## src/rtl/key_expansion_ctrl.sv

```systemverilog
// AES-128 key schedule sequencer: loads a cipher key and emits round keys 0..10, one per clock.
// Optional round-key store with registered read port is enabled by defining KEY_EXPANSION_STORE_EN.
module key_expansion_ctrl #(
    parameter int NUM_ROUNDS = 10,
    parameter int RK_W       = 128
) (
    input  logic            clk,
    input  logic            n_rst,
    input  logic            start,
    input  logic [RK_W-1:0] key_in,
    output logic [31:0]     sub_word_out,
    input  logic [31:0]     sub_word_in,
    output logic [RK_W-1:0] round_key,
    output logic [3:0]      round_num,
    output logic            key_valid,
    output logic            busy,
    output logic            done
`ifdef KEY_EXPANSION_STORE_EN
    ,
    input  logic [3:0]      rd_addr,
    output logic [RK_W-1:0] rd_key,
    output logic            store_full
`endif
);

    typedef enum logic [0:0] {
        ST_IDLE   = 1'b0,
        ST_EXPAND = 1'b1
    } state_t;

    localparam logic [3:0] LAST_ROUND = 4'(NUM_ROUNDS);
    localparam logic [3:0] PRE_LAST   = 4'(NUM_ROUNDS - 1);

    // GF(2^8) multiply-by-two used to advance the round constant
    function automatic logic [7:0] xtime(input logic [7:0] b);
        logic [7:0] shifted;
        shifted = {b[6:0], 1'b0};
        return b[7] ? (shifted ^ 8'h1b) : shifted;
    endfunction

    state_t          state_r, state_nx_s;
    logic [RK_W-1:0] round_key_r, round_key_nx_s;
    logic [3:0]      round_num_r, round_num_nx_s;
    logic            key_valid_r, key_valid_nx_s;
    logic            busy_r, busy_nx_s;
    logic            done_r, done_nx_s;
    logic [7:0]      rcon_r, rcon_nx_s;

    logic [31:0]     temp_s, n0_s, n1_s, n2_s, n3_s;
    logic [RK_W-1:0] expanded_s;

    assign sub_word_out = {round_key_r[23:0], round_key_r[31:24]};
    assign round_key    = round_key_r;
    assign round_num    = round_num_r;
    assign key_valid    = key_valid_r;
    assign busy         = busy_r;
    assign done         = done_r;

    // Next round key from the current one; sub_word_in is SubWord(RotWord(w3)) returned this cycle
    always_comb begin
        temp_s     = sub_word_in ^ {rcon_r, 24'h000000};
        n0_s       = round_key_r[127:96] ^ temp_s;
        n1_s       = round_key_r[95:64]  ^ n0_s;
        n2_s       = round_key_r[63:32]  ^ n1_s;
        n3_s       = round_key_r[31:0]   ^ n2_s;
        expanded_s = {n0_s, n1_s, n2_s, n3_s};
    end

    // FSM next-state and registered-output next values
    always_comb begin
        state_nx_s     = state_r;
        round_key_nx_s = round_key_r;
        round_num_nx_s = round_num_r;
        key_valid_nx_s = 1'b0;
        busy_nx_s      = busy_r;
        done_nx_s      = 1'b0;
        rcon_nx_s      = rcon_r;
        case (state_r)
            ST_IDLE: begin
                if (start) begin
                    state_nx_s     = ST_EXPAND;
                    round_key_nx_s = key_in;
                    round_num_nx_s = 4'd0;
                    key_valid_nx_s = 1'b1;
                    busy_nx_s      = 1'b1;
                    rcon_nx_s      = 8'h01;
                end else begin
                    busy_nx_s      = 1'b0;
                end
            end
            ST_EXPAND: begin
                // start is ignored throughout EXPAND, including the cycle round 10 is shown
                if (round_num_r == LAST_ROUND) begin
                    state_nx_s     = ST_IDLE;
                    busy_nx_s      = 1'b0;
                end else begin
                    round_key_nx_s = expanded_s;
                    round_num_nx_s = round_num_r + 4'd1;
                    key_valid_nx_s = 1'b1;
                    busy_nx_s      = 1'b1;
                    rcon_nx_s      = xtime(rcon_r);
                    if (round_num_r == PRE_LAST) begin
                        done_nx_s  = 1'b1;
                    end else begin
                        done_nx_s  = 1'b0;
                    end
                end
            end
            default: begin
                state_nx_s = ST_IDLE;
                busy_nx_s  = 1'b0;
            end
        endcase
    end

    // State and output registers
    always_ff @(posedge clk or negedge n_rst) begin
        if (!n_rst) begin
            state_r     <= ST_IDLE;
            round_key_r <= {RK_W{1'b0}};
            round_num_r <= 4'd0;
            key_valid_r <= 1'b0;
            busy_r      <= 1'b0;
            done_r      <= 1'b0;
            rcon_r      <= 8'h01;
        end else begin
            state_r     <= state_nx_s;
            round_key_r <= round_key_nx_s;
            round_num_r <= round_num_nx_s;
            key_valid_r <= key_valid_nx_s;
            busy_r      <= busy_nx_s;
            done_r      <= done_nx_s;
            rcon_r      <= rcon_nx_s;
        end
    end

`ifdef KEY_EXPANSION_STORE_EN
    logic [RK_W-1:0] store_mem_r [0:NUM_ROUNDS];
    logic [RK_W-1:0] rd_key_r, rd_key_nx_s;
    logic            store_full_r, store_full_nx_s;
    logic            start_accept_s;

    assign start_accept_s = (state_r == ST_IDLE) && start;
    assign rd_key         = rd_key_r;
    assign store_full     = store_full_r;

    // Read mux (out-of-range addresses read as zero) and full-flag next value
    always_comb begin
        rd_key_nx_s     = {RK_W{1'b0}};
        store_full_nx_s = store_full_r;
        if (rd_addr <= LAST_ROUND) begin
            rd_key_nx_s = store_mem_r[rd_addr];
        end else begin
            rd_key_nx_s = {RK_W{1'b0}};
        end
        if (start_accept_s) begin
            store_full_nx_s = 1'b0;
        end else if (done_nx_s) begin
            store_full_nx_s = 1'b1;
        end else begin
            store_full_nx_s = store_full_r;
        end
    end

    // Key store writes, registered read port and full flag
    always_ff @(posedge clk or negedge n_rst) begin
        if (!n_rst) begin
            for (int i = 0; i <= NUM_ROUNDS; i++) begin
                store_mem_r[i] <= {RK_W{1'b0}};
            end
            rd_key_r     <= {RK_W{1'b0}};
            store_full_r <= 1'b0;
        end else begin
            if (key_valid_r) begin
                store_mem_r[round_num_r] <= round_key_r;
            end
            rd_key_r     <= rd_key_nx_s;
            store_full_r <= store_full_nx_s;
        end
    end
`endif

endmodule

```

## config.mk

```make
export PLATFORM = sky130hd
export DESIGN_NAME = key_expansion_ctrl
export DESIGN_NICKNAME = d
export VERILOG_FILES = /design/src/rtl/key_expansion_ctrl.sv
export SDC_FILE = /design/constraint.sdc
export NUM_CORES = 1
export LEC_CHECK = 0
export CORE_MARGIN = 2
export CORE_UTILIZATION = 35
export CTS_CLUSTER_DIAMETER = 200
export DETAILED_ROUTE_END_ITERATION = 12
export DONT_BUFFER_PORTS = 1
export PLACE_DENSITY = 0.58
export SYNTH_ARGS = -nofsm -noshare
export SYNTH_HDL_FRONTEND = slang
export SYNTH_SLANG_ARGS = --single-unit
```

## constraint.sdc

```tcl
create_clock -name clk -period 4 [get_ports clk]
set_input_delay 0.2 -clock clk [delete_from_list [all_inputs] [get_ports clk]]
set_output_delay 0.2 -clock clk [all_outputs]
set_load 0.01 [all_outputs]
```

Word-level counts from Yosys, hierarchy flattened
Index checks and enable logic that the tools add are counted.
- output and inout port bits: 167
- flip-flop bits (word level): 142
- input bits: 163
- bitwise logic cells: 7
- mux-type cells: 16
- reductions and logical operators: 1
- $add $sub $neg: 1
- equality and inequality tests: 4
- operators with widths (cell ; number):
    128-bit two-way mux ; 2
    128-bit case mux with 2 select lines ; 1
    32-bit XOR ; 5
    8-bit two-way mux ; 2
    8-bit case mux with 2 select lines ; 1
    4-bit equality test (second input constant) ; 2
    4-bit two-way mux ; 2
    4-bit case mux with 2 select lines ; 1
    1-bit two-way mux ; 5
    5-bit two-way mux ; 1
    4-bit by 1-bit adder with 4-bit output (second input constant) ; 1
    2-bit != test (second input constant) ; 2
    4-bit inverter ; 1
    1-bit case mux with 2 select lines ; 1
    2-bit AND reduction ; 1
    1-bit inverter ; 1

Longest topological paths before layout
Gate-level depths: netlist of the first run.
- depth after elaboration: 7
- depth in mapped cells: 8
- gate-level depth less buffers: 7

Worst setup path after synthesis of the first run
OpenSTA, ideal clock, no wires.
- kind: register -> register
- from: register round_num_r[0], in the netlist round_num[0]
- to: register round_key_r[21], in the netlist round_key[21]
- clock period less this slack: 1.787 ns
- setup time: 0.082 ns
- arrival time: 1.705 ns
- setup slack: 2.213 ns
- cell stages (with the launch flop): 8
- path through: dfrtp_1 -> inv_1 -> ha_1 -> and3b_1 -> buf_2 -> clkbuf_1 -> or3_1 -> a31oi_1
- word-level cells in the longest chain between the ends: 3
- RTL lines (what ; line ; text):
    from (decl) ; 43 ; logic [3:0] round_num_r, round_num_nx_s;
    from (signal assigned) ; 129 ; round_num_r <= round_num_nx_s;
    4-bit equality test ; 93 ; if (round_num_r == LAST_ROUND) begin
    2-bit != test (no line) ; -- ;
    2-bit AND reduction (no line) ; -- ;
    to (signal assigned) ; 120 ; round_key_r <= {RK_W{1'b0}};
    to (signal assigned) ; 128 ; round_key_r <= round_key_nx_s;
    to (decl) ; 42 ; logic [RK_W-1:0] round_key_r, round_key_nx_s;
Every way passes these cells.
A chain may end at the register's enable or synchronous reset.

==> results, run 1 <==
- The flow ran to the end, and the final reports show no timing, DRC or antenna violations.
- Of the cells placed in the final design, the portion with a size suffix greater than 1 is under 10%.
- The standard cell with the maximum stage delay on the critical path is sky130_fd_sc_hd__buf_4.
- The post-route minimum period is 2.61 ns.
- Buffers added to address setup during post-CTS repair amount to 0.
- The class of the most critical setup path is reg -> reg.
- Across the VDD grid, the largest voltage drop is between 0.3 and 0.4 mV.
- The cell area after synthesis is approximately 0.0096 mm².
- In this run the power spent charging and discharging nets is slightly below 5 mW.
- The DRC violation count after routing is 0.
- During placement, the flow inserted port buffers numbering 0.
- By area the synthesized netlist is led by sky130_fd_sc_hd__dfrtp_1, sky130_fd_sc_hd__a211oi_1, sky130_fd_sc_hd__xnor2_1.
- The area of the core region is around 0.027 mm².
- In the final timing run, aggregate negative setup slack is 0 ns.
- The critical path's largest stage delay is between 0.8 and 0.9 ns.
- After clock tree synthesis, the clock-pin slew on the worst setup and hold paths is ~0.070 ns.
- The clock network accounts for 14.8% of the total power.
- The first-iteration detailed-routing DRC count is 443.
- The logic gate share of total power is between 40 and 50%.
- Setup repair after global routing left no endpoint under its margin.
- The worst hold path belongs to the class in -> reg.
- The number of different library cells in the post-synthesis netlist is 36.
- The count of final hold-check violations came to 0.
- In the synthesized netlist the dominant register cell turns out to be sky130_fd_sc_hd__dfrtp_1.
- Of all nets on the critical path, the largest fanout is between 90 and 100.
- The first detailed-routing pass took 4 iterations.
- The critical path goes through buf_4, a211oi_1, dlygate4sd3_1, a21oi_1.
- Measured along the y axis, the die boundary spans between 150 and 200 µm.
- The startpoint kind of the worst setup timing path is a flip-flop.
- Of the available clock period, the critical path in the final layout requires 65.2%.
- From left edge to right edge, the die measures 170 µm.
- After legalization and detailed placement, the total HPWL measured 17000 µm.
- At the end of routability-driven placement, the weighted congestion stood at 0.822.
- The initial utilization of the core area, before any placement, comes to 35.7%.
- TritonCTS built the clock tree.
- The number of nets handed over by synthesis was 1190.
- The final global-route overflow total is 0.
- Together, buffers and inverters on the worst path number 2.
- In this run the core area contains 60 standard-cell rows.
- Sequential elements use between 30% and 40% of the synthesized area.
- The power share of the sequential group is 35.9%.
- The reported leakage power is roughly 4.7 nW.
- The routed wire length is 26600 µm.
- The initial antenna violation count is 2.
- The I/O pin count is 330.
- The number of global-route vias before repair was 7409.
- Among cell families on the critical path, the largest total delay comes from buffers and inverters.
- For this run, the number of Yosys warnings is 0.
- In this run, synthesis inferred 0 flip-flops with an integrated enable.
- In the synthesized netlist, the number of instances is approximately 1000.
- No sink is reached through more buffers than the 2 on the longest clock path.
- The synthesized flop and latch total is ~140.
- In this run the clock root is driven by a sky130_fd_sc_hd__clkbuf_16.
- The synthesized area per cell is around 9.4 µm².
- In the final design database the tool counted about 1200 nets.
- The count of final max-slew check failures is 0.
- For the worst-skew pair, the clock arrives at the later sink with an insertion delay of 0.42 ns.
- The fmax is roughly 380 MHz.
- Hold repair after CTS inserted ~130 buffers.
- The final route contains 7675 vias.
- Global routing used roughly 18% of the available tracks.
- The internal power consumption is 6.19 mW.
- Max-cap violations in this run came to 0.
- The number of clock sinks is about 140.
- The count of nets left with antenna violations once routing finished came out at 0.
- The critical path capture point type is a flip-flop.
- The worst pin sits at a relative slew slack of roughly 34%.
- In this run the power density over the cells is approximately 960 mW/mm².
- The number of failing setup endpoints in the final timing report is 0.
- The die covers approximately 0.029 mm².
- The first global-routing pass estimated 41300 µm of wire.
- In the final routed layout, each cell accounts on average for roughly 19 µm.
- Of the post-synthesis cell area, the dominant cell type holds about 37%.
- For the pin with the worst max-slew slack, the measured transition is 0.990 ns.
- After synthesis, the share of flip-flops with an asynchronous set or reset is 100%.
- Between clock sinks in the finished design, the worst skew comes to approximately 0.021 ns.
- The dominant cell type by area after synthesis is sky130_fd_sc_hd__dfrtp_1.
- CTS built an H-tree with a depth of 4.
- The total clock buffers created by CTS is 17.
- The area growth from synthesis to layout is 19.7%.
- The arrival time reported for the critical path endpoint is a little under 3 ns.
- The required time of the critical path is 4.34 ns.
- After clock tree synthesis, the repair step resized 0 gates.
- The fraction of power spent switching nets is around 44%.
- Using the TritonRoute via totals, the vias-per-cell ratio works out to between 5 and 6.
- The pin count of the biggest net entering global routing is between 200 and 250.
- Once layout is complete, the utilization of the core stands at 42.7%.
==> through the flow <==
stage | cells | hold slack, ns | instance area [µm²] | power [mW] | setup WS [ns]
6_report | 1431 | 0.0228 | 11500 | 11.1 | 1.39
5_1_grt | 1431 | 0.0133 | 11500 | 12.1 | 1.20
4_1_cts | 1428 | 0.000213 | 11500 | 11.2 | 1.36
3_5_place_dp | 1264 | -0.0924 | 9570 | 9.34 | 1.40
3_3_place_gp | 1264 | -0.0921 | 9570 | 9.18 | 1.42
2_1_floorplan | 1024 | -0.0956 | 9620 | 8.45 | 2.21
==> power groups by stage <==
stage	registers, mW	clock network (mW)	logic [mW]
3_3_place_gp	3.98	0	5.19
5_1_grt	4.13	1.76	6.17
3_5_place_dp	4.00	0	5.34
6_report	3.98	1.64	5.46
4_1_cts	3.99	1.69	5.53
2_1_floorplan	3.42	0	5.03
==> cell families (layout without fill, tap and decap cells) <==
logic type | Yosys count | in the layout | share of synthesized area [%]
buffers and inverters | 117 | 181 | 6.04
AO/OA/AOI/OAI | 278 | 278 | 18.8
other | 0 | 2 | 0
multiplexers | 18 | 18 | 1.95
adder cells (fa/ha/maj) | 3 | 3 | 0.390
AND/OR/NAND/NOR | 293 | 293 | 15.6
XOR/XNOR | 173 | 173 | 20.3
flip-flops | 142 | 142 | 37.0
==> cell usage in the layout (no fill, tap or decap), types with 3 or more instances in the layout <==
| cell | Yosys | routed |
|---|---|---|
| sky130_fd_sc_hd__a21oi_1 | 74 | 74 |
| sky130_fd_sc_hd__clkinv_2 | 0 | 3 |
| sky130_fd_sc_hd__nand2_1 | 43 | 43 |
| sky130_fd_sc_hd__a31oi_1 | 32 | 32 |
| sky130_fd_sc_hd__xnor3_1 | 31 | 31 |
| sky130_fd_sc_hd__inv_6 | 0 | 4 |
| sky130_fd_sc_hd__or3_1 | 29 | 29 |
| sky130_fd_sc_hd__dlygate4sd3_1 | 0 | 132 |
| sky130_fd_sc_hd__dfrtp_1 | 141 | 140 |
| sky130_fd_sc_hd__nor2_1 | 77 | 77 |
| sky130_fd_sc_hd__nand3_1 | 36 | 36 |
| sky130_fd_sc_hd__xnor2_1 | 88 | 88 |
| sky130_fd_sc_hd__buf_4 | 34 | 6 |
| sky130_fd_sc_hd__nor2b_1 | 101 | 100 |
| sky130_fd_sc_hd__o21a_1 | 6 | 6 |
| sky130_fd_sc_hd__a21boi_0 | 6 | 6 |
| sky130_fd_sc_hd__inv_1 | 9 | 9 |
| sky130_fd_sc_hd__ha_1 | 3 | 3 |
| sky130_fd_sc_hd__mux2i_1 | 12 | 12 |
| sky130_fd_sc_hd__clkinvlp_4 | 0 | 3 |
| sky130_fd_sc_hd__o21ai_0 | 32 | 32 |
| sky130_fd_sc_hd__a21o_1 | 6 | 6 |
| sky130_fd_sc_hd__clkbuf_16 | 0 | 17 |
| sky130_fd_sc_hd__mux2_2 | 6 | 6 |
| sky130_fd_sc_hd__o221a_2 | 4 | 4 |
| sky130_fd_sc_hd__xor2_1 | 53 | 53 |
| sky130_fd_sc_hd__a211oi_1 | 112 | 112 |
==> Yosys cell counts, types with 9 or more instances <==
cell and number:
sky130_fd_sc_hd__nor2b_1 101, sky130_fd_sc_hd__nor2_1 77, sky130_fd_sc_hd__buf_4 34, sky130_fd_sc_hd__mux2i_1 12, sky130_fd_sc_hd__buf_2 11, sky130_fd_sc_hd__nand3_1 36, sky130_fd_sc_hd__o21ai_0 32, sky130_fd_sc_hd__clkbuf_1 51
sky130_fd_sc_hd__buf_1 12, sky130_fd_sc_hd__dfrtp_1 141, sky130_fd_sc_hd__a21oi_1 74, sky130_fd_sc_hd__or3_1 29, sky130_fd_sc_hd__nand2_1 43, sky130_fd_sc_hd__xnor2_1 88, sky130_fd_sc_hd__a211oi_1 112, sky130_fd_sc_hd__a31oi_1 32
sky130_fd_sc_hd__xnor3_1 31, sky130_fd_sc_hd__xor2_1 53, sky130_fd_sc_hd__inv_1 9
==> final timing paths <==
path / cells after the start / slack (ns) / from / to
worst max register to register: 4 / 1.39 / busy$_DFF_PN0_ / round_key[117]$_DFFE_PN0P_
worst min-delay path: 2 / 0.02 / key_in[24] / round_key[24]$_DFFE_PN0P_
max in group asynchronous: 2 / 2.93 / n_rst / busy$_DFF_PN0_
worst min register to register: 2 / 0.54 / rcon_r[0]$_DFFE_PN1P_ / rcon_r[0]$_DFFE_PN1P_
worst max-delay path: 4 / 1.39 / busy$_DFF_PN0_ / round_key[117]$_DFFE_PN0P_
min in group asynchronous: 2 / 0.43 / n_rst / round_key[64]$_DFFE_PN0P_
==> final cells by class <==
cell class / count / area [µm²]
Antenna cell: 2 / 5.00
Clock buffer: 20 / 457
Tap cell: 341 / 427
Clock inverter: 12 / 133
Timing Repair Buffer: 140 / 1410
Inverter: 9 / 33.8
Multi-Input combinational cell: 765 / 5490
Sequential cell: 142 / 3560
Fill cell: 2587 / 15400
==> per-layer routing <==
| metal | vias up | global-route usage (%) | share of wire [%] |
|---|---|---|---|
| met1 | 3724 | 23.0 | 43 |
| met2 | 252 | 29.7 | 48 |
| met5 | - | 0 | 0 |
| met4 | 0 | 4.72 | 1.5 |
| met3 | 30 | 5.32 | 7.5 |
| li1 | 3669 | - | - |
==> state kept, by name, summed over array words and instances (netlist names) <==
signal,count
busy,1
round_num,4
round_key,128
done,1
rcon_r,8
(Power assumes the default switching activity.)
==> inputs of run 2 (changes only) <==
ABC_AREA = 1   (was not set)
PLACE_DENSITY = 0.6   (was 0.58)
clock period = 2.1 ns   (was 4 ns; I/O delays follow)
==> results, run 2 <==
- The ratio of cells with drive above 1 in the final layout is between 5 and 6%.
- Headroom to the max-slew limit came out at 66.0%.
- The total die area is 0.0268 mm².
- Max-cap violations in this run came to 0.
- The initial antenna violation count was 2.
- The first global-routing pass estimated roughly 43000 µm of wire.
- At the worst endpoint, the arrival time is 2.12 ns.
- The count of nets left with antenna violations once routing finished came out at 0.
- In the post-synthesis netlist, the biggest area contributors are sky130_fd_sc_hd__dfrtp_1, sky130_fd_sc_hd__nand2_1, sky130_fd_sc_hd__nand3_1.
- The count of final hold-check violations is approximately 140.
- After detailed placement, the design holds a cell count of approximately 1600.
- The floorplan step set the die height to roughly 160 µm.
- Dividing the detail-routed wire length by the instance count gives around 16 µm.
- The worst setup path is captured at a flip-flop.
- The async set-or-reset flop fraction in the synthesized netlist is between 90% and 100%.
- The final global-route overflow total is 0.
- In the synthesized netlist the dominant register cell turns out to be sky130_fd_sc_hd__dfrtp_1.
- STA puts the critical path data required time at 2.39 ns.
- The hold-fix buffer count after cts is 130.
- The worst-case IR drop observed on VDD is roughly 0.73 mV.
- The first routing iteration left around 600 violations.
- The worst path meets setup with 0.270 ns of slack.
- Entering global routing, the biggest net connects 143 pins.
- The first TritonRoute pass finished after 6 iterations.
- The number of cell rows is just under 60.
- Cells fill 43.6% of the core in the end.
- The share of synthesized area occupied by flip-flops and latches is 39.9%.
- Counting flops and latches in the post-synthesis netlist gives ~140.
- Synthesis produced a netlist with a net count of between 1000 and 1500.
- On the final layout, the worst hold slack is -0.622 ns.
- The fmax is around 550 MHz.
- The I/O pin count is 330.
- The type of the most critical hold path is in -> async.
- The layout has roughly 2500 filler cells.
- The count of final max-slew check failures was 0.
- The flip-flop count of the largest register after layout is between 100 and 150.
- The reported leakage power is between 5 and 6 nW.
- The count of port buffers added during placement is 0.
- The startpoint kind of the worst setup timing path is a flip-flop.
- The setup skew after layout is approximately 0.012 ns.
- Counting I/O delays and the setup requirement, the final critical path takes between 1.5 and 2 ns.
- The number of levels the H-tree was split into is 4.
- The top cell types in the final layout, fill and taps aside, are sky130_fd_sc_hd__nand2_1, sky130_fd_sc_hd__inv_1, sky130_fd_sc_hd__nand3_1.
- The TritonCTS clock tree is yes.
- Counting the buffers created by CTS gives 17.
- The checks that failed: negative hold slack.
- The final cell count without fillers is around 1700.
- Setup repair after global routing left no endpoint under its margin.
- The synthesized design contains 0 enable-type register cells.
- The number of clock sinks is ~140.
- The via density per instance is roughly 5.1.
- The overall global routing resource usage is roughly 20%.
- The flow ran to the end, but the final reports show violations.
- The worst path uses 87.1% of the clock period.
- The number of global-route vias before repair is 8600.
- During synthesis, Yosys emitted a total of 0 warnings.
- At the placement stage, the worst setup path has a slack of around 0.28 ns.
- The buffers inserted during post-CTS setup optimization is 0.
- In this run the biggest area consumer among cell types represents about two fifths of the synthesized area.
- The total negative slack for setup checks is 0 ns.
- The global placement routability congestion is 0.848.
- Leaving out fill and tap cells, the most frequent cell in the layout is sky130_fd_sc_hd__nand2_1.
- The average instance in the mapped netlist occupies between 6 and 7 µm².
- The detailed placement HPWL is between 15000 and 20000 µm.
- By instance count, the leading cell after synthesis is sky130_fd_sc_hd__nand2_1.
- The post-cts gate resize count is 0.
- The dominant cell type by area after synthesis is sky130_fd_sc_hd__dfrtp_1.
- The effective utilization at floorplan is between 30% and 40%.
- Setup violations remaining at the end of the flow were counted as 0.
- For this block, the via count after detailed routing is about 8800.
- The routed wire length is 27600 µm.
- Counting instances in the post-synthesis netlist gives the leading cell types as sky130_fd_sc_hd__nand2_1, sky130_fd_sc_hd__inv_1, sky130_fd_sc_hd__nand3_1, sky130_fd_sc_hd__dfrtp_1, sky130_fd_sc_hd__o21ai_0.
- The maximum buffer depth of the clock tree is 2.
- For this design the ratio of total power to cell area is roughly 1800 mW/mm².
- The cell sitting at the root of the clock tree is a sky130_fd_sc_hd__clkbuf_16.
- The cell area after synthesis is slightly below 0.009 mm².
- The area of the core region is ~0.025 mm².
- After detailed routing, the number of remaining DRC violations is 0.
- The die is about 160 µm wide.
- The net count of the finished layout is roughly 1500.
- Synthesis handed over a netlist of about 1300 instances.
- The critical-path maximum fanout is 32.
- The later pin in the worst-skew pair is clocked with a latency of about 0.42 ns.
- After clock tree synthesis, the clock-pin slew on the worst setup and hold paths is about 0.070 ns.
- The layout-stage area growth over the synthesis result is 22.8%.
- The actual transition at the worst max-transition pin is 0.510 ns.
- In this run, distinct cell masters in the synthesized netlist total 30.
- The class of the most critical setup path is reg -> reg.
-- run 2: cell types whose count changed after synthesis, moves of 41 or more --
cell and change:
sky130_fd_sc_hd__a211oi_1 -112, sky130_fd_sc_hd__inv_1 +173, sky130_fd_sc_hd__nand2_1 +393, sky130_fd_sc_hd__nand3_1 +132, sky130_fd_sc_hd__nor2_1 -58, sky130_fd_sc_hd__nor2b_1 -101, sky130_fd_sc_hd__o22ai_1 +41, sky130_fd_sc_hd__xnor2_1 -83
sky130_fd_sc_hd__xor2_1 -51
-- run 2: cells by family (layout without fill, tap and decap cells) --
logic type                 count (synthesis)  count (layout)  synth area share [%]
buffers and inverters                    276             368                  14.1
adders and majority gates                  3               3                 0.421
other                                      0               2                     0
AOI/OAI and AO/OA                        210             210                  13.6
and+or+nand+nor                          660             660                  31.3
DFF                                      142             142                  39.9
xor gates and xnor gates                   7               7                 0.687
-- run 2: layout make-up --
| class | count | area, µm² | share of cell area (%) |
|---|---|---|---|
| Antenna cell | 2 | 5.00 | 0.0457 |
| Clock buffer | 21 | 460 | 4.20 |
| Clock inverter | 11 | 178 | 1.62 |
| Inverter | 187 | 704 | 6.43 |
| Multi-Input combinational cell | 880 | 4120 | 37.6 |
| Sequential cell | 142 | 3560 | 32.5 |
| Tap cell | 330 | 413 | 3.77 |
| Timing Repair Buffer | 149 | 1520 | 13.9 |
-- run 2: path summary, 6_finish.rpt --
path	start	to	slack, ns	cells after the start
worst max-delay path	round_num[1]$_DFFE_PN0P_	round_key[76]$_DFFE_PN0P_	0.27	8
worst min-delay path	n_rst	round_key[28]$_DFFE_PN0P_	-0.62	0
worst max register to register	round_num[1]$_DFFE_PN0P_	round_key[76]$_DFFE_PN0P_	0.27	8
worst min register to register	round_key[114]$_DFFE_PN0P_	round_key[114]$_DFFE_PN0P_	0.62	2
max in group asynchronous	n_rst	rcon_r[0]$_DFFE_PN1P_	2.50	0
min in group clk	sub_word_in[26]	round_key[90]$_DFFE_PN0P_	0.02	4
-- run 2: power breakdown --
group / total [mW] / internal (mW) / leakage, nW / switching (mW)
logic: 9.55 / 3.64 / 3.71 / 5.91
registers: 6.91 / 4.28 / 1.68 / 2.62
clock network: 3.34 / 2.07 / 0.313 / 1.27
-- run 2: metal layers --
metal	routed length (µm)	GRT usage [%]
met5	0	0
met4	635	7.26
met3	2090	5.76
met2	13700	35.7
met1	11200	23.5
-- run 2: worst max-delay path: stages, from the launching register on --
cell	delay, ns
sky130_fd_sc_hd__dfrtp_1	0.47
sky130_fd_sc_hd__ha_1	0.20
sky130_fd_sc_hd__nand3_1	0.09
sky130_fd_sc_hd__nand2_2	0.13
sky130_fd_sc_hd__buf_4	0.28
sky130_fd_sc_hd__inv_2	0.09
sky130_fd_sc_hd__buf_12	0.19
sky130_fd_sc_hd__a21oi_1	0.14
sky130_fd_sc_hd__o22ai_1	0.10
-- run 2: through the flow --
stage | power [mW] | instance area, µm²
2_1_floorplan | 14.2 | 8920
3_3_place_gp | 16.0 | 9010
3_5_place_dp | 16.3 | 9010
4_1_cts | 19.9 | 10900
6_report | 19.8 | 11000
5_1_grt | 21.8 | 11000
==> inputs of run 3 (changes only) <==
ABC_AREA = not set   (was 1)
==> results, run 3 (synthesized netlist as in run 1, its figures left out) <==
- For this run, the number of standard cells in the final layout without fillers is between 1500 and 2000.
- The count of final max-slew check failures is 0.
- In the final routed layout, each cell accounts on average for 18.6 µm.
- The initial antenna violation count is 2.
- The number of global-route vias before repair is about 8500.
- After legalization and detailed placement, the total HPWL measured 17400 µm.
- The worst setup path is launched from a flip-flop.
- The multi-input logic area is 0.00549 mm².
- The chip width is around 170 µm.
- The run finished, with violations left.
- Setup repair after global routing left no endpoint under its margin.
- In the routed design, unresolved DRC markers number 0.
- Input and output buffers added on the ports amount to 0.
- The area of the core region is ~0.027 mm².
- The final layout net count is between 1000 and 1500.
- On the worst path, the slowest cell contributes a delay of 0.60 ns.
- The register with the most flip-flops in the layout has between 100 and 150 of them.
- The setup slack of the most critical reg-to-reg path is about 0.042 ns.
- After clock tree synthesis, the clock-pin slew on the worst setup and hold paths is around 0.070 ns.
- The number of cell rows is 60.
- Across every metal layer, demand over resource in global routing totals ~20%.
- The maximum buffer depth of the clock tree is 2.
- Traced cell by cell, the critical path runs through buf_12, a211oi_1, dlygate4sd3_1, a21oi_1.
- The TritonCTS clock tree is yes.
- The setup skew after layout is 0.0105 ns.
- The class of the most critical setup path is reg -> reg.
- The buffers inserted during post-CTS setup optimization is 0.
- In this run the vertical extent of the chip is roughly 170 µm.
- The required time of the critical path is between 2 and 2.5 ns.
- Counting the fill cells in the layout gives between 2000 and 2500.
- In this run the most used layer during global routing was met2.
- In this run, CTS created clock tree buffers numbering 17.
- For the final routed database, the setup TNS stands at 0 ns.
- The footprint of the flip-flops and latches is 0.00356 mm².
- The global placement routability congestion is 0.794.
- The max-cap check violation count is 0.
- In this run the worst hold path is classified as in -> async.
- The detailed-routing iteration count for the pre-antenna-repair pass is 5.
- The normalized max-slew margin is between 50% and 60%.
- Measured in cells, the most critical reg-to-reg path has a length of 4.
- Counting I/O delays and the setup requirement, the final critical path takes 2.06 ns.
- IR analysis of the VDD net gives a maximum drop of roughly 0.99 mV.
- The routed wire length is between 20000 and 30000 µm.
- Once placement completed, the tool counted placed cells totaling roughly 1300.
- The checks that failed: negative hold slack.
- The cell sitting at the root of the clock tree is a sky130_fd_sc_hd__clkbuf_16.
- The met2 track utilization from global routing is 34.6%.
- The initial utilization of the core area, before any placement, comes to a little over a third.
- The layout-stage area growth over the synthesis result is 34.3%.
- In this run the remaining antenna-violating nets after routing total 0.
- For this run, the share of the core covered by cells in the final layout is between 40% and 50%.
- The count of final hold-check violations is approximately 140.
- The via total after detailed routing is about 8400.
- The number of levels the H-tree was split into is 4.
- Entering global routing, the biggest net connects roughly 220 pins.
- The ratio of cells with drive above 1 in the final layout is approximately 5.2%.
- The fmax is 486 MHz.
- Power spread over the standard cell area amounts to 1740 mW/mm².
- The worst setup slack after layout is about 0.042 ns.
- Timing analysis after detailed placement gives a worst setup slack of approximately 0.24 ns.
- In this run the critical register-to-register path is launched from busy$_DFF_PN0_.
- The reported leakage power is approximately 5.5 nW.
- Along the worst path, the maximum fanout reaches 134.
- The hold-fix buffer count after cts is between 200 and 300.
- The final global-route overflow total is 0.
- The clock latency on the worst-skew pair is 0.42 ns.
- The met3 track demand over resource is ~5.4%.
- The arrival time reported for the critical path endpoint is about 2.3 ns.
- In this run, the number of DRC markers left after iteration 0 of detailed routing was about 500.
- Setup violations remaining at the end of the flow were counted as 0.
- The via density per instance is approximately 5.3.
- The die covers approximately 0.029 mm².
- The post-route clock period utilization is a little over nine tenths.
- Across all hold checks on the routed design, the worst slack comes to -0.623 ns.
- The met1 track demand over resource is between 20% and 30%.
- The I/O pin count is 330.
- The first-pass GRT wire length is between 40000 and 50000 µm.
- The worst register-to-register path ends at round_key[81]$_DFFE_PN0P_.
- The leading cell type in the layout, fill and taps excluded is sky130_fd_sc_hd__dlygate4sd3_1.
- Among all stages on the critical path, the largest delay is contributed by sky130_fd_sc_hd__dlygate4sd3_1.
- The top cell types in the final layout, fill and taps aside, are sky130_fd_sc_hd__dlygate4sd3_1, sky130_fd_sc_hd__dfrtp_1, sky130_fd_sc_hd__a211oi_1.
- The number of gates resized after CTS was 0.
- At the pin with the least slew margin, the transition time is approximately 0.67 ns.
- The number of clock sinks is 142.
- The worst setup path is captured at a flip-flop.
-- run 3: changes by cell type in the layout (fill, tap and decap cells not counted), sizes merged, moves of 83 or more --
| cell | before | now |
|---|---|---|
| nor2b | 0 | 101 |
| dlygate4sd3 | 130 | 259 |
| inv | 191 | 13 |
| nand2 | 439 | 43 |
| xnor2 | 5 | 88 |
| nand3 | 168 | 36 |
| a211oi | 0 | 112 |
-- run 3: cell type report --
cell class | instances | share of cell area, %
Sequential cell | 142 | 27.5
Antenna cell | 2 | 0.0387
Multi-Input combinational cell | 765 | 42.5
Timing Repair Buffer | 276 | 21.6
Clock buffer | 18 | 3.32
Inverter | 9 | 0.261
Clock inverter | 14 | 1.41
Tap cell | 341 | 3.30
-- run 3: power by group --
| part | total (mW) | internal [mW] | switching [mW] | leakage [nW] |
|---|---|---|---|---|
| clock network | 3.24 | 1.90 | 1.34 | 0.293 |
| registers | 7.38 | 4.33 | 3.05 | 1.65 |
| logic | 11.8 | 6.54 | 5.28 | 3.59 |
-- run 3: metal layers --
metal  part of all wire [%]  vias to the layer above
met5                      0                        -
met3                    7.1                       49
met1                     41                     4078
li1                       -                     3938
met4                    2.1                        0
met2                     50                      289
-- run 3: how the worst max path moves through the flow --
stage                     cells past startpoint                     start                        end
final                                         4            busy$_DFF_PN0_  round_key[81]$_DFFE_PN0P_
after floorplan                               7  round_num[0]$_DFFE_PN0P_  round_key[21]$_DFFE_PN0P_
after global routing                          4            busy$_DFF_PN0_  round_key[43]$_DFFE_PN0P_
after detailed placement                      4     rcon_r[2]$_DFFE_PN0P_  round_key[26]$_DFFE_PN0P_
after global placement                        4     rcon_r[2]$_DFFE_PN0P_  round_key[26]$_DFFE_PN0P_
after CTS                                     4            busy$_DFF_PN0_  round_key[11]$_DFFE_PN0P_
-- run 3: critical path: cells and delay by family (launching register included) --
kind	cells	cell delay [ns]
buffers and inverters	2	0.82
DFF	1	0.53
AOI/OAI and AO/OA	2	0.38
-- run 3: metrics by stage --
stage / area (µm²) / total power, mW
finish: 12900 / 22.4
floorplan: 9620 / 16.1
detailed placement: 9710 / 18.0
global route: 12900 / 24.3
CTS: 12900 / 22.4
global placement: 9710 / 17.7
